[src/rtl/mult_hilo.sv]
// HI/LO control stage behind the combinational 32x32 multiplier: latches operands,
// waits LAT cycles for the product to settle, then commits MULT/MULTU/MADD/MSUB into HI/LO.
module mult_hilo #(
    parameter int unsigned LAT = 3
) (
    input  logic        clk,
    input  logic        rst_n,
    input  logic        start,
    input  logic [2:0]  op,
    input  logic [31:0] rs_val,
    input  logic [31:0] rt_val,
    input  logic        flush,
    output logic [31:0] mul_a,
    output logic [31:0] mul_b,
    input  logic [63:0] mul_z,
    output logic [31:0] hi,
    output logic [31:0] lo,
    output logic        busy,
    output logic        done
);

    localparam logic [2:0] OP_MULT  = 3'b000;
    localparam logic [2:0] OP_MULTU = 3'b001;
    localparam logic [2:0] OP_MTHI  = 3'b010;
    localparam logic [2:0] OP_MTLO  = 3'b011;
    localparam logic [2:0] OP_MADD  = 3'b100;
    localparam logic [2:0] OP_MSUB  = 3'b101;

    // LAT is legal in 1..15, so LAT-1 always fits the 4-bit settle counter.
    localparam logic [3:0] CNT_INIT = 4'(LAT - 1);

    typedef enum logic [0:0] {
        ST_IDLE = 1'b0,
        ST_BUSY = 1'b1
    } state_t;

    // Turns the signed product's upper word into the unsigned one for the latched operands.
    function automatic logic [31:0] multu_hi_fix(
        input logic [31:0] p_hi,
        input logic [31:0] a,
        input logic [31:0] b
    );
        logic [31:0] add_a;
        logic [31:0] add_b;
        add_a = a[31] ? b : 32'd0;
        add_b = b[31] ? a : 32'd0;
        return p_hi + add_a + add_b;
    endfunction

    state_t      state_q, state_d;
    logic [3:0]  counter_q, counter_d;
    logic [2:0]  op_q, op_d;
    logic [31:0] mul_a_q, mul_a_d;
    logic [31:0] mul_b_q, mul_b_d;
    logic [31:0] hi_q, hi_d;
    logic [31:0] lo_q, lo_d;
    logic        busy_q, busy_d;
    logic        done_q, done_d;
    logic [63:0] acc_s;

    assign acc_s = {hi_q, lo_q};

    // Next-state logic: accept / MTHI-MTLO in IDLE, settle countdown, commit or abort in BUSY.
    always_comb begin
        state_d   = state_q;
        counter_d = counter_q;
        op_d      = op_q;
        mul_a_d   = mul_a_q;
        mul_b_d   = mul_b_q;
        hi_d      = hi_q;
        lo_d      = lo_q;
        busy_d    = busy_q;
        done_d    = 1'b0;
        case (state_q)
            ST_IDLE: begin
                if (start && !flush) begin
                    case (op)
                        OP_MULT, OP_MULTU, OP_MADD, OP_MSUB: begin
                            mul_a_d   = rs_val;
                            mul_b_d   = rt_val;
                            op_d      = op;
                            counter_d = CNT_INIT;
                            busy_d    = 1'b1;
                            state_d   = ST_BUSY;
                        end
                        OP_MTHI: hi_d = rs_val;
                        OP_MTLO: lo_d = rs_val;
                        default: begin
                            state_d = ST_IDLE;
                        end
                    endcase
                end else begin
                    state_d = ST_IDLE;
                end
            end
            ST_BUSY: begin
                if (flush) begin
                    state_d = ST_IDLE;
                    busy_d  = 1'b0;
                end else if (counter_q == 4'd0) begin
                    case (op_q)
                        OP_MULT:  {hi_d, lo_d} = mul_z;
                        OP_MULTU: begin
                            hi_d = multu_hi_fix(mul_z[63:32], mul_a_q, mul_b_q);
                            lo_d = mul_z[31:0];
                        end
                        OP_MADD:  {hi_d, lo_d} = acc_s + mul_z;
                        OP_MSUB:  {hi_d, lo_d} = acc_s - mul_z;
                        default: begin
                            hi_d = hi_q;
                            lo_d = lo_q;
                        end
                    endcase
                    state_d = ST_IDLE;
                    busy_d  = 1'b0;
                    done_d  = 1'b1;
                end else begin
                    counter_d = counter_q - 4'd1;
                end
            end
            default: begin
                state_d = ST_IDLE;
                busy_d  = 1'b0;
            end
        endcase
    end

    // State and architectural registers; reset mid-op discards everything.
    always_ff @(posedge clk or negedge rst_n) begin
        if (!rst_n) begin
            state_q   <= ST_IDLE;
            counter_q <= 4'd0;
            op_q      <= 3'd0;
            mul_a_q   <= 32'd0;
            mul_b_q   <= 32'd0;
            hi_q      <= 32'd0;
            lo_q      <= 32'd0;
            busy_q    <= 1'b0;
            done_q    <= 1'b0;
        end else begin
            state_q   <= state_d;
            counter_q <= counter_d;
            op_q      <= op_d;
            mul_a_q   <= mul_a_d;
            mul_b_q   <= mul_b_d;
            hi_q      <= hi_d;
            lo_q      <= lo_d;
            busy_q    <= busy_d;
            done_q    <= done_d;
        end
    end

    assign mul_a = mul_a_q;
    assign mul_b = mul_b_q;
    assign hi    = hi_q;
    assign lo    = lo_q;
    assign busy  = busy_q;
    assign done  = done_q;

endmodule

[config.mk]
export PLATFORM = sky130hd
export DESIGN_NAME = mult_hilo
export DESIGN_NICKNAME = d
export VERILOG_FILES = /design/src/rtl/mult_hilo.sv
export SDC_FILE = /design/constraint.sdc
export NUM_CORES = 1
export LEC_CHECK = 0
export ABC_CLOCK_PERIOD_IN_PS = 4000
export CORE_ASPECT_RATIO = 0.5
export CORE_UTILIZATION = 30
export DETAILED_ROUTE_END_ITERATION = 16
export PLACE_DENSITY = 0.55
export SLEW_MARGIN = 20
export SYNTH_ARGS = -nofsm -noshare
export SYNTH_HDL_FRONTEND = slang
export SYNTH_SLANG_ARGS = --single-unit
[constraint.sdc]
create_clock -name clk -period 4 [get_ports clk]
set_input_delay 0.8 -clock clk [delete_from_list [all_inputs] [get_ports clk]]
set_output_delay 0.8 -clock clk [all_outputs]
set_load 0.05 [all_outputs]
==> flow_summary.yaml, run 1 <==
synthesis:
  yosysTopAreaCellShare: 0.201
  synth_ff_type: "dfrtp_1"
  async_flop_share: 1.00
  synth_cell_type_count: 89
  synth_nets: 2550
  syn_inst: 2224
  synth_top_area_cell: "dfrtp_1"
  yosys-top-cells-area: "dfrtp_1, ha_1, a21oi_1"
  syn_area_um2: 17200
  seq_area_frac_synth: 0.201
  synth_edf_count: 0
  synth_seq_cells: 138
  avgSynthCellArea_um2: 7.72
  yosysWarnings: 0
finish:
  seq_area_um2: 3460
  multiInputGateArea_um2: 13300
  fillCellCount: 5634
  antenna_cells: 0
  nets: 3322
  drive_gt1_frac: 0.286
  design_area_um2: 26200
  stdcell_count: 3765
  areaGrowthSynthToFinish_pct: 52.6
  layout_common_cells: "buf_4, clkdlybuf4s50_1, a21oi_1, nor2_1, nand2_1"
  mostFrequentLayoutCell: "buf_4"
power:
  power.leakage_uw: 0.0119
  p_int_uw: 9810
  p_total_uw: 20000
  p_seq_frac: 0.119
  vdd.ir_drop.worst_mv: 0.286
  pwr_density_cell_nw_per_um2: 765
  p_sw_uw: 10200
  clockPowerShare: 0.094
  pwr-share-comb: 0.787
  swShare: 0.510
critical_path:
  path_cells: "and2_1 -> fa_2 -> ha_4 -> a211oi_4 -> o21ai_4 -> a211o_1 -> a31o_4 -> a31oi_4 -> nor2b_1 -> o21a_1 -> o21ai_2 -> mux2i_2 -> a221oi_2 -> a22oi_1"
  slowest_delay_ps: 610
  worstPathArrival_ps: 4360
  crit_family: "compound AO/OA/AOI/OAI gates"
  r2r_setup_slack_ps: 40
  endpoint_kind: "flop"
  critPathSlowestCell: "fa_2"
  start_kind: "flop"
  cp_max_fo: 11
  path_buf_inv: 0
  required_ps: 4410
  path_class: "reg2reg"
sta:
  finalClockSkew_ps: 12.9
  worst_pin_slew_ps: 1140
  setup_slack_ps: 41.5
  maxSlewViolCount: 0
  finalHoldViolCount: 0
  max-slew-margin-rel: 0.236
  timing.final.crit_period_ps: 3960
  setup_viol: 0
  max_freq_ghz: 0.253
  hold-worst-slack_ps: 264
  fin_crit_sh: 0.990
  rsz0062_at_grt: "yes"
clocking:
  path_clk_slew_ps: 70
  cts-root-buf: "clkbuf_16"
  cts_tree: "yes"
  ctsHtreeMaxLevel: 4
  cts.sinks: 138
  ctsLongestPathBuffers: 2
  cts_made_buffers: 17
  ctsHoldBuffers: 0
  insertion_delay_ps: 490
route:
  ant_nets: 0
  routedWlPerCell_um: 22.5
  drt_iter0_markers: 2012
  first_pass_iters: 5
  drc: 0
  routed_wl_mm: 84.7
  avgViaCountPerCell: 5.46
  via_count: 20600
placement:
  dp_cells: 3725
  portBuffers: 264
  pre_cts_ws_ps: -786
  placed_area_um2: 24800
  dp_hpwl_mm: 68.4
  gp_congestion: 0.955
floorplanning:
  start_util: 0.306
  fp-row-count: 61
  core_region_area_um2: 56000
  die_w_um: 340
  die_y_um: 171
  io-pin-count: 265
  die-area_um2: 58200
run_status:
  status: "complete, no violations"
min_path:
  holdCritPathClass: "in2async"
global_route:
  grt_max_degree: 69
  antenna_found_initial: 4
  grt_first_pass_wirelength_mm: 125
  grt-ovfl-total: 0
  grt_pass1_vias: 19900
  grtUsageTotal: 0.286
job:
  cap_violations: 0
==> power groups by stage <==
stage | sequential (µW) | combinational (µW) | clock [µW]
after floorplan | 3750 | 6650 | 0
after global placement | 2390 | 14800 | 0
final | 2390 | 15800 | 1870
after CTS | 2380 | 15100 | 1900
after global routing | 2450 | 16800 | 1950
after detailed placement | 2410 | 14800 | 0
==> area by class of cell <==
class	instances	area share
timing repair buffer	879	0.281
clock buffer	22	0.0181
inverter	143	0.0205
multi-input combinational	1817	0.506
sequential	138	0.132
tap	756	0.0361
clock inverter	10	0.00621
==> worst paths after layout <==
kind	startpoint	endpoint	depth (start not counted)
max in group asynchronous	rst_n	lo[24]$_DFFE_PN0P_	2
min in group clk	counter_q[0]$_DFFE_PN0P_	counter_q[0]$_DFFE_PN0P_	1
worst min-delay path	rst_n	done$_DFF_PN0_	1
worst max-delay path	mul_a[31]$_DFFE_PN0P_	hi[30]$_DFFE_PN0P_	14
worst min register to register	counter_q[0]$_DFFE_PN0P_	counter_q[0]$_DFFE_PN0P_	1
worst max register to register	mul_a[31]$_DFFE_PN0P_	hi[30]$_DFFE_PN0P_	14
==> cell usage after synthesis (6+ instances only) <==
cell / count
a21oi_1: 258
nor2_1: 188
nand2_1: 158
ha_1: 157
o21ai_0: 144
dfrtp_1: 138
inv_1: 136
clkbuf_1: 93
and2_1: 70
xnor2_1: 68
mux2_2: 65
nor3_1: 53
nand3_1: 43
a21o_1: 40
o31ai_1: 35
fa_1: 34
nand4_1: 34
a211oi_1: 33
a31oi_1: 30
o211ai_1: 30
o21bai_1: 29
o21a_1: 27
nor4_1: 25
a221oi_1: 23
buf_2: 21
nor2b_1: 20
mux2i_1: 19
and3_1: 17
nand2b_1: 17
xor2_1: 16
o221ai_1: 13
or2_2: 11
or3_1: 10
a211o_1: 9
a22oi_1: 9
buf_1: 9
o21ai_1: 9
o41ai_1: 9
o22ai_1: 8
a2111oi_0: 7
a31o_2: 6
or4_1: 6
==> cell families (layout without fill, tap and decap cells) <==
| group | Yosys count | in the layout | share of synthesized area |
|---|---|---|---|
| compound gates | 785 | 785 | 0.296 |
| xor+xnor | 84 | 84 | 0.0429 |
| buf+inv | 269 | 1054 | 0.0610 |
| mux | 84 | 84 | 0.0537 |
| flops | 138 | 138 | 0.201 |
| fa+ha+maj | 191 | 191 | 0.154 |
| simple gates | 673 | 673 | 0.191 |
==> what timing repair did <==
| action | in CTS | in global routing |
|---|---|---|
| hold endpoints to repair | 0 | 0 |
| gates resized for setup | 26 | 121 |
| setup endpoints to repair | 16 | 30 |
| buffers inserted | 4 | 5 |
| pin swaps | 12 | 43 |
==> stage by stage <==
stage	util	setup TNS, ps
2_1_floorplan	-	0
3_3_place_gp	0.444	-17700
3_5_place_dp	0.444	-17850
4_1_cts	0.457	0
5_1_grt	0.468	-128
6_report	0.468	0
==> sequential cells by signal, summed over array words and instances (netlist names) <==
signal	cells
state_q	1
mul_b	32
lo	32
hi	32
counter_q	4
busy	1
mul_a	32
op_q	3
done	1
==> routing by layer <==
| metal | GRT usage | routed length, µm | vias to the layer above |
|---|---|---|---|
| met5 | 0 | 41 | - |
| met4 | 0.0610 | 1340 | 6 |
| met3 | 0.0819 | 7750 | 91 |
| met2 | 0.420 | 35500 | 779 |
| met1 | 0.410 | 40100 | 10000 |
| li1 | - | - | 9678 |
(Power assumes the default switching activity.)
==> run 2: changes to the inputs <==
--- a/config.mk
+++ b/config.mk
@@ -5,9 +5,9 @@
 export SDC_FILE = /design/constraint.sdc
 export NUM_CORES = 1
 export LEC_CHECK = 0
-export ABC_CLOCK_PERIOD_IN_PS = 4000
 export CORE_ASPECT_RATIO = 0.5
 export CORE_UTILIZATION = 30
+export CTS_CLUSTER_SIZE = 28
 export DETAILED_ROUTE_END_ITERATION = 16
 export PLACE_DENSITY = 0.55
 export SLEW_MARGIN = 20
==> results of run 2 <==
Same layout as run 1: the final DEF is identical, and so are final timing and power.
==> run 3: changes to the inputs <==
--- a/config.mk
+++ b/config.mk
@@ -5,7 +5,6 @@
 export SDC_FILE = /design/constraint.sdc
 export NUM_CORES = 1
 export LEC_CHECK = 0
-export CORE_ASPECT_RATIO = 0.5
 export CORE_UTILIZATION = 30
 export CTS_CLUSTER_SIZE = 28
 export DETAILED_ROUTE_END_ITERATION = 16
==> run 3 against run 2 <==
Compared with the run above: die area shrank 0.10%; first-iteration DRC count shrank 2.5%; via count grew 2.0%; flip-flop and latch count is the same; clock-buffer cell count shrank 2; hold slack gained 15 ps; cell area grew 1.3%; wire length grew 8.8%; clock power shrank 9.6%; sequential share of layout area shrank 0.17 points; highest routed layer unchanged.
==> flow_summary.yaml, run 3 (synthesis gave the netlist of run 1 again) <==
critical_path:
  required_ps: 4390
  critPathSlowestCell: "clkdlybuf4s50_1"
  path_cells: "clkdlybuf4s50_1 -> inv_1 -> ha_1 -> buf_4 -> nand2_1 -> buf_4 -> or4_1 -> o21a_1 -> o21ai_1 -> buf_4 -> buf_4 -> a21bo_2 -> nand2_1 -> a31oi_2 -> xnor2_1 -> o41ai_1"
  r2r_setup_slack_ps: 80
  endpoint_kind: "flop"
  cp_max_fo: 5
  worstPathArrival_ps: 4330
  start_kind: "input pin"
  crit_family: "buffers and inverters"
  worst_path_most_repeated_cell: "buf_4"
  path_buf_inv: 6
  path_class: "in2reg"
  slowest_delay_ps: 550
finish:
  areaGrowthSynthToFinish_pct: 54.6
  design_area_um2: 26500
  drive_gt1_frac: 0.297
  fillCellCount: 5622
  mostFrequentLayoutCell: "buf_4"
  nets: 3347
  layout_common_cells: "buf_4, clkdlybuf4s50_1, a21oi_1, nor2_1, nand2_1"
sta:
  rsz0062_at_grt: "yes"
  worst_pin_slew_ps: 1120
  hold-worst-slack_ps: 279
  max-slew-margin-rel: 0.249
  setup_viol: 0
  finalHoldViolCount: 0
  maxSlewViolCount: 0
  timing.final.crit_period_ps: 3940
  finalClockSkew_ps: 16.0
  fin_crit_sh: 0.986
  max_freq_ghz: 0.254
floorplanning:
  start_util: 0.304
  core_region_area_um2: 56500
  fp-row-count: 87
  io-pin-count: 265
  die_y_um: 241
  die_w_um: 241
  die-area_um2: 58200
route:
  via_count: 21000
  routed.top_layer: "met5"
  avgViaCountPerCell: 5.53
  wl_met3_mm: 6.59
  met1_length_mm: 44.6
  routedWlPerCell_um: 24.3
  wl_met2_mm: 38.3
  drc: 0
  drt_iter0_markers: 1962
  ant_nets: 0
  first_pass_iters: 5
  routed_wl_mm: 92.1
power:
  p_total_uw: 20400
  vdd.ir_drop.worst_mv: 0.436
  pwr_density_cell_nw_per_um2: 770
  power.leakage_uw: 0.0120
placement:
  portBuffers: 264
  placed_area_um2: 25100
  dp_hpwl_mm: 74.6
  gp_congestion: 0.982
clocking:
  cts-root-buf: "clkbuf_16"
  ctsLongestPathBuffers: 2
  path_clk_slew_ps: 80
  ctsHtreeMaxLevel: 4
  cts.sinks: 138
  cts_tree: "yes"
  ctsHoldBuffers: 0
  cts_made_buffers: 17
  insertion_delay_ps: 500
global_route:
  grt-ovfl-total: 0
  grt_max_degree: 73
  grt_pass1_vias: 20100
  grtUsageTotal: 0.314
  grt_first_pass_wirelength_mm: 133
  antenna_found_initial: 2
min_path:
  holdCritPathClass: "in2async"
job:
  cap_violations: 0
run_status:
  status: "complete, no violations"
## run 3: changes by cell type in the layout (fill, tap and decap cells not counted), sizes merged
cell and delta:
dlygate4sd2 +3, dlymetal6s2s -2, buf +24, inv +5
clkinv +1, clkdlybuf4s15 +1, clkdlybuf4s50 -2, diode +2
clkinvlp -1, clkbuf -1, bufinv -3
## run 3: where the power goes
part           internal [µW]  total (µW)  switching [µW]
clock                    891        1690             799
sequential              1840        2460             621
combinational           7040       16300            9250
## run 3: through the flow
step                      TNS (ps)  std cells  utilization  worst slack, ps
after detailed placement    -23610       3745        0.444            -1190
after CTS                        0       3781        0.456             2.73
after global routing         -79.1       3790        0.470            -45.2
final                            0       3792        0.470             57.2
after global placement      -21930       3745        0.444            -1110
after floorplan                  0       2224            -             4.78
## run 3: layout make-up
type | instances | area, µm² | share of cell area
inverter | 143 | 537 | 0.0202
clock inverter | 12 | 130 | 0.00490
clock buffer | 20 | 447 | 0.0168
multi-input combinational | 1817 | 13400 | 0.507
timing repair buffer | 904 | 7560 | 0.285
sequential | 138 | 3460 | 0.130
antenna | 2 | 5.00 | 0.000189
tap | 756 | 946 | 0.0357
## run 3: worst register-to-register path: stages (launching register included)
cell and delay, ps:
dfrtp_2 500, buf_6 170, and2_1 140, fa_1 420, ha_4 240, a21o_1 180
a21o_1 200, a2111oi_4 380, o21a_1 280, o2bb2ai_2 110, o21a_1 180, nor2_2 150
xnor2_2 90, a222oi_1 290, o21ai_0 100, or3_1 370
## run 3: final timing paths
path	startpoint	end	depth (start not counted)
setup / recovery	mul_z[11]	hi[11]$_DFFE_PN0P_	16
hold / removal	rst_n	hi[25]$_DFFE_PN0P_	1
setup reg to reg	mul_b[31]$_DFFE_PN0P_	hi[23]$_DFFE_PN0P_	15
hold reg to reg	counter_q[0]$_DFFE_PN0P_	counter_q[0]$_DFFE_PN0P_	1
max in group asynchronous	rst_n	op_q[0]$_DFFE_PN0P_	2
min in group clk	counter_q[0]$_DFFE_PN0P_	counter_q[0]$_DFFE_PN0P_	1
## run 3: timing repair
item                                    in CTS  in global routing
cloned                                       0                  0
pin swaps                                    6                 49
gates resized for setup                     29                138
endpoints found under the setup margin      25                 30
setup buffers                                4                  9
## run 3: per-layer routing
| layer | vias up | global-route usage |
|---|---|---|
| met4 | 2 | 0.100 |
| li1 | 9732 | - |
| met1 | 10300 | 0.466 |
| met3 | 118 | 0.0558 |
| met5 | - | 0 |
| met2 | 862 | 0.453 |
